File: src/rtl/decoder_seq_if.sv
// Control/select bundle for decoder_seq: master drives the request side, slave returns registered selects.
interface decoder_seq_if #(
  parameter int unsigned N = 2
);
  localparam int unsigned W = 1 << N;

  logic         en;
  logic [1:0]   mode;
  logic [N-1:0] din;
  logic         start;
  logic [W-1:0] dout;
  logic [N-1:0] idx;
  logic         busy;
  logic         done;

  modport master (
    output en, mode, din, start,
    input  dout, idx, busy, done
  );

  modport slave (
    input  en, mode, din, start,
    output dout, idx, busy, done
  );
endinterface

File: src/rtl/decoder_seq.sv
// Registered N-to-2^N line decoder with direct decode, continuous scan and
// single-shot sweep (start/busy/done) modes.
module decoder_seq #(
  parameter int unsigned N          = 2,
  parameter int unsigned DWELL      = 1,
  parameter bit          ACTIVE_LOW = 1'b0
) (
  input  logic         clk,
  input  logic         rst_n,
  decoder_seq_if.slave bus
);
  localparam int unsigned W  = 1 << N;
  localparam int unsigned CW = $clog2(DWELL + 1);

  localparam logic [W-1:0]  INACTIVE  = {W{ACTIVE_LOW}};
  localparam logic [N-1:0]  LAST_IDX  = {N{1'b1}};
  localparam logic [CW-1:0] DWELL_MAX = CW'(DWELL);
  localparam logic [CW-1:0] DWELL_ONE = CW'(1);

  localparam logic [1:0] M_DIRECT = 2'b00;
  localparam logic [1:0] M_SCAN   = 2'b01;
  localparam logic [1:0] M_SWEEP  = 2'b10;

  localparam logic [1:0] S_IDLE  = 2'd0;
  localparam logic [1:0] S_SWEEP = 2'd1;
  localparam logic [1:0] S_DONE  = 2'd2;

  logic [1:0]    r_state, w_state;
  logic [1:0]    r_prev_mode;
  logic [W-1:0]  r_dout, w_dout;
  logic [N-1:0]  r_idx, w_idx;
  logic [CW-1:0] r_dwell, w_dwell;
  logic          r_busy, w_busy;
  logic          r_done, w_done;

  function automatic logic [W-1:0] onehot(input logic [N-1:0] k);
    return (W'(1) << k) ^ INACTIVE;
  endfunction

  // r_dwell counts cycles the current line has been driven (0 = not yet shown)
  always_comb begin
    w_state = r_state;
    w_dout  = INACTIVE;
    w_idx   = r_idx;
    w_dwell = r_dwell;
    w_busy  = 1'b0;
    w_done  = 1'b0;
    case (bus.mode)
      M_DIRECT: begin
        w_state = S_IDLE;
        w_idx   = bus.din;
        if (bus.en) w_dout = onehot(bus.din);
      end
      M_SCAN: begin
        w_state = S_IDLE;
        if (r_prev_mode != M_SCAN) begin
          w_idx   = '0;
          w_dwell = bus.en ? DWELL_ONE : '0;
        end else if (bus.en) begin
          if (r_dwell == DWELL_MAX) begin
            w_idx   = r_idx + N'(1);
            w_dwell = DWELL_ONE;
          end else begin
            w_dwell = r_dwell + DWELL_ONE;
          end
        end
        if (bus.en) begin
          w_dout = onehot(w_idx);
          w_busy = 1'b1;
        end
      end
      M_SWEEP: begin
        case (r_state)
          S_IDLE: begin
            if (bus.en && bus.start) begin
              w_state = S_SWEEP;
              w_idx   = '0;
              w_dwell = DWELL_ONE;
              w_dout  = onehot('0);
              w_busy  = 1'b1;
            end
          end
          S_SWEEP: begin
            if (bus.en) begin
              if (r_dwell != DWELL_MAX) begin
                w_dwell = r_dwell + DWELL_ONE;
                w_dout  = onehot(r_idx);
                w_busy  = 1'b1;
              end else if (r_idx == LAST_IDX) begin
                w_state = S_DONE;
                w_done  = 1'b1;
              end else begin
                w_idx   = r_idx + N'(1);
                w_dwell = DWELL_ONE;
                w_dout  = onehot(w_idx);
                w_busy  = 1'b1;
              end
            end
          end
          default: w_state = S_IDLE;
        endcase
      end
      default: w_state = S_IDLE;
    endcase
  end

  always_ff @(posedge clk or negedge rst_n) begin
    if (!rst_n) begin
      r_state     <= S_IDLE;
      r_prev_mode <= M_DIRECT;
      r_dout      <= INACTIVE;
      r_idx       <= '0;
      r_dwell     <= '0;
      r_busy      <= 1'b0;
      r_done      <= 1'b0;
    end else begin
      r_state     <= w_state;
      r_prev_mode <= bus.mode;
      r_dout      <= w_dout;
      r_idx       <= w_idx;
      r_dwell     <= w_dwell;
      r_busy      <= w_busy;
      r_done      <= w_done;
    end
  end

  assign bus.dout = r_dout;
  assign bus.idx  = r_idx;
  assign bus.busy = r_busy;
  assign bus.done = r_done;
endmodule

File: src/flat_wrapper.sv
// flat-port wrapper written by rule: the top's interface ports become plain ports
module decoder_seq_flat 
#(
  parameter int unsigned N          = 2,
  parameter int unsigned DWELL      = 1,
  parameter bit          ACTIVE_LOW = 1'b0
)
  (clk, rst_n, bus_en, bus_mode, bus_din, bus_start, bus_dout, bus_idx, bus_busy, bus_done);
  decoder_seq_if #(.N(N)) bus_i ();
  input  logic clk;
  input  logic rst_n;
  input wire logic [$bits(bus_i.en)-1:0] bus_en;
  input wire logic [$bits(bus_i.mode)-1:0] bus_mode;
  input wire logic [$bits(bus_i.din)-1:0] bus_din;
  input wire logic [$bits(bus_i.start)-1:0] bus_start;
  output wire logic [$bits(bus_i.dout)-1:0] bus_dout;
  output wire logic [$bits(bus_i.idx)-1:0] bus_idx;
  output wire logic [$bits(bus_i.busy)-1:0] bus_busy;
  output wire logic [$bits(bus_i.done)-1:0] bus_done;
  assign bus_i.en = bus_en;
  assign bus_i.mode = bus_mode;
  assign bus_i.din = bus_din;
  assign bus_i.start = bus_start;
  assign bus_dout = bus_i.dout;
  assign bus_idx = bus_i.idx;
  assign bus_busy = bus_i.busy;
  assign bus_done = bus_i.done;
  decoder_seq #(.N(N), .DWELL(DWELL), .ACTIVE_LOW(ACTIVE_LOW)) u_core (.clk(clk), .rst_n(rst_n), .bus(bus_i));
endmodule
File: config.mk
export PLATFORM = sky130hd
export DESIGN_NAME = decoder_seq_flat
export DESIGN_NICKNAME = d
export VERILOG_FILES = /design/src/rtl/decoder_seq_if.sv /design/src/rtl/decoder_seq.sv /design/src/flat_wrapper.sv
export SDC_FILE = /design/constraint.sdc
export NUM_CORES = 1
export LEC_CHECK = 0
export ABC_CLOCK_PERIOD_IN_PS = 3400
export CAP_MARGIN = 30
export CORE_MARGIN = 3
export CORE_UTILIZATION = 55
export CTS_CLUSTER_SIZE = 20
export DETAILED_ROUTE_END_ITERATION = 8
export PLACE_DENSITY = 0.91
export SLEW_MARGIN = 5
export SYNTH_ARGS = -nofsm -noshare
export SYNTH_HDL_FRONTEND = slang
export SYNTH_SLANG_ARGS = --single-unit
File: constraint.sdc
create_clock -name clk -period 3.4 [get_ports clk]
set_input_delay 0.68 -clock clk [delete_from_list [all_inputs] [get_ports clk]]
set_output_delay 0.68 -clock clk [all_outputs]
set_load 0.05 [all_outputs]
==> results by group <==
Clock network
  – Max clock buf depth: 2
  – Hold_buf cts: 0
  – Setup bufs post-CTS: 0
  – CTS tree: yes
  – Clk root buf: clkbuf_4
  – Num CTS Buffers: 3
  – CTS H-tree depth: 1
  – CTS Sinks: 13
  – CTS clk-pin slew, worst paths: 70 ps
  – Resized cells post-CTS: 0
  – Skew-Pair Late Insertion Delay: 280 ps

Power and ir drop
  – Switch Pwr: 0.1673 mW
  – PnR Total Power: 0.4404 mW
  – Leakage: 0.4841 nW
  – Power Internal: 0.2731 mW
  – Power per cell area: 408.3 nW/um^2
  – Worst VDD drop: 283.0 uV
  – Clk pwr share: 22.0%
  – Share of power burned in registers: 43.2%
  – Switch share: 38.00%
  – Comb pwr share: 34.9%

Global routing
  – First-pass GRT wire length: 3.332 mm
  – GRT overflow: 0
  – Total Routing Usage GR: 22.30%
  – Antenna violations before repair: 0
  – Largest net degree at the start of global routing: 14
  – Vias in the first global route: 725

Flow run
  – MaxCap Viol Count: 0

Logic synthesis
  – Top_reg_cell synth: dfrtp_1
  – Distinct cells, synth: 32
  – Syn. warnings: 0
  – FF+latch count, synth: 13
  – Cell taking the most area after synthesis: dfrtp_1
  – Synth Area per Inst: 9.264 um^2
  – Area contributors post-synth: dfrtp_1 35%, ha_1 12%, a21oi_1 4.9%, mux2i_1 4.4%, nand3_1 4.4%
  – Cell area after synthesis: 917.1 um^2
  – Gate Count Post-Synth: 99
  – Async S/R FF share, synth: 100.0%
  – Post-synth EDFFs: 0
  – Syn_nets: 116
  – Synth top area share: 35.47%
  – Sequential fraction of the synthesis area: 35.47%

Timing
  – Fin crit share: 71.46%
  – Endpoints failing setup: 0
  – RSZ-0062 raised after global routing: false
  – Hold Fails Final Rpt: 0
  – Relative slew slack: 61.34%
  – FMAX: 0.4116 GHz
  – Worst Skew: 1.754 ps
  – Setup TNS: 0 ps
  – Pins Over Slew Limit: 0
  – Final min period: 2430 ps
  – Worst Max-Slew Pin Slew: 578.1 ps

Place
  – Port-buffer cells: 15
  – GP Congestion: 0.9930
  – Hpwl dp: 1.588 mm
  – Placement-stage cell area: 1052 um^2

Setup path
  – Crit. Startpoint: u_core.bus.idx[0]
  – CP bufs+invs: 1
  – Worst path arrival time: 1750 ps
  – Top Family by Delay on Critical Path: buffers and inverters
  – Worst Path Max Fanout: 12
  – Worst EP required: 2720 ps
  – Worst-path cell chain: clkdlybuf4s50_1
  – Critical path class: reg -> out
  – Slowest cell on the critical path: clkdlybuf4s50_1
  – CP max stage delay: 880 ps
  – Kind of end point of the critical path: output pin
  – RR Startpoint: u_core.bus.idx[0]
  – Crit start category: register

Floorplanning
  – Die area: 2194 um^2
  – Die height: 46.84 um
  – FP Rows: 14
  – Die Width: 46.84 um
  – Starting Density: 59.50%
  – Core Region: 1541 um^2
  – IO Pins: 16

Finish
  – Commonest non-fill, non-tap cell in the layout: clkdlybuf4s50_1
  – Share of layout cells above drive strength 1: 5.263%
  – Final core utilization: 69.97%
  – Layout area overhead: 17.60%
  – Cell area after layout: 1079 um^2
  – Commonest cells after routing, fill and taps aside: 15 x clkdlybuf4s50_1, 13 x dfrtp_1, 9 x a21oi_1, 9 x ha_1, 8 x nand3_1
  – ANT cells: 0
  – Final #Nets: 132

Drt
  – Post-route DRC: 0
  – Drt pass-1 iters: 4
  – Routed wire length: 2.106 mm
  – Vias per std cell: 6.262
  – DRT iter0 DRCs: 42
  – Vias: 814
  – Antenna Nets Post-Route: 0
  – Wire length per cell: 16.20 um

Min path
  – Worst Hold Class: reg -> reg
  – Hold Crit Start: u_core.r_state[1]

Run status
  – Outcome: complete, no violations
state kept, by name, indices dropped and copies added (netlist names):
signal              flops
u_core.bus.busy         1
u_core.bus.done         1
u_core.bus.dout         4
u_core.bus.idx          2
u_core.r_dwell          1
u_core.r_prev_mode      2
u_core.r_state          2
cell usage after synthesis, types with 2 or more instances:
library cell  number
dfrtp_1           13
a21oi_1            9
ha_1               9
nand3_1            8
inv_1              7
nand2_1            7
mux2i_1            4
o21a_1             4
o21ai_1            4
a31oi_1            3
nor2_1             3
and3_1             2
and3b_1            2
buf_6              2
nor2b_1            2
nor3_1             2
o2111ai_1          2
o22ai_1            2
worst paths after layout:
kind,end,slack [ps],cells after the start
setup / recovery,bus_idx[0],970,1
hold / removal,u_core.r_state[0],630,2
setup reg to reg,u_core.bus.dout[0],1540,5
hold reg to reg,u_core.r_state[0],630,2
max in group asynchronous,u_core.bus.idx[1],2260,1
min in group asynchronous,u_core.r_state[0],760,1
worst reg2reg max path, cell delays in order, from the launching register on:
cell,delay [ps]
dfrtp_1,580
inv_1,200
ha_1,420
o311ai_1,300
a21oi_1,120
o32ai_1,130
per-stage QoR:
step	hold WS [ps]	setup WS, ps	std cells
after floorplan	384.4	1434	99
after global placement	603.4	1117	126
after detailed placement	618.7	1020	126
after CTS	640.4	998.4	130
after global routing	672.3	923.0	130
final	630.8	970.4	130
layout make-up:
type                       instances  area, um^2
clock buffer                       4       26.28
fill                             114       462.9
multi-input combinational         75       530.5
timing repair buffer              15       150.1
sequential                        13       325.3
inverter                           7       26.28
tap                               16       20.02
per-layer routing:
metal,track usage [%],vias up,part of all wire [%]
met5,0,-,0
met3,8.812,9,9.2
li1,-,392,-
met4,9.392,0,2.5
met1,25.29,370,38
met2,37.13,43,50
cell families (layout without fill, tap and decap cells):
group                      after synthesis  in the layout  synth area share (%)
buffers and inverters                   11             26                 6.685
and+or+nand+nor                         31             31                 18.42
adders and majority gates                9              9                 12.28
DFF                                     13             13                 35.47
AOI/OAI and AO/OA                       30             30                 21.56
muxes                                    5              5                 5.594
power groups by stage:
stage,clock [mW],sequential (mW),combinational [mW]
4_1_cts,0.0984,0.189,0.152
6_report,0.0967,0.190,0.154
2_1_floorplan,0,0.202,0.101
5_1_grt,0.108,0.192,0.168
3_3_place_gp,0,0.191,0.147
3_5_place_dp,0,0.192,0.152
No activity file was read; power rests on OpenSTA's default activity.
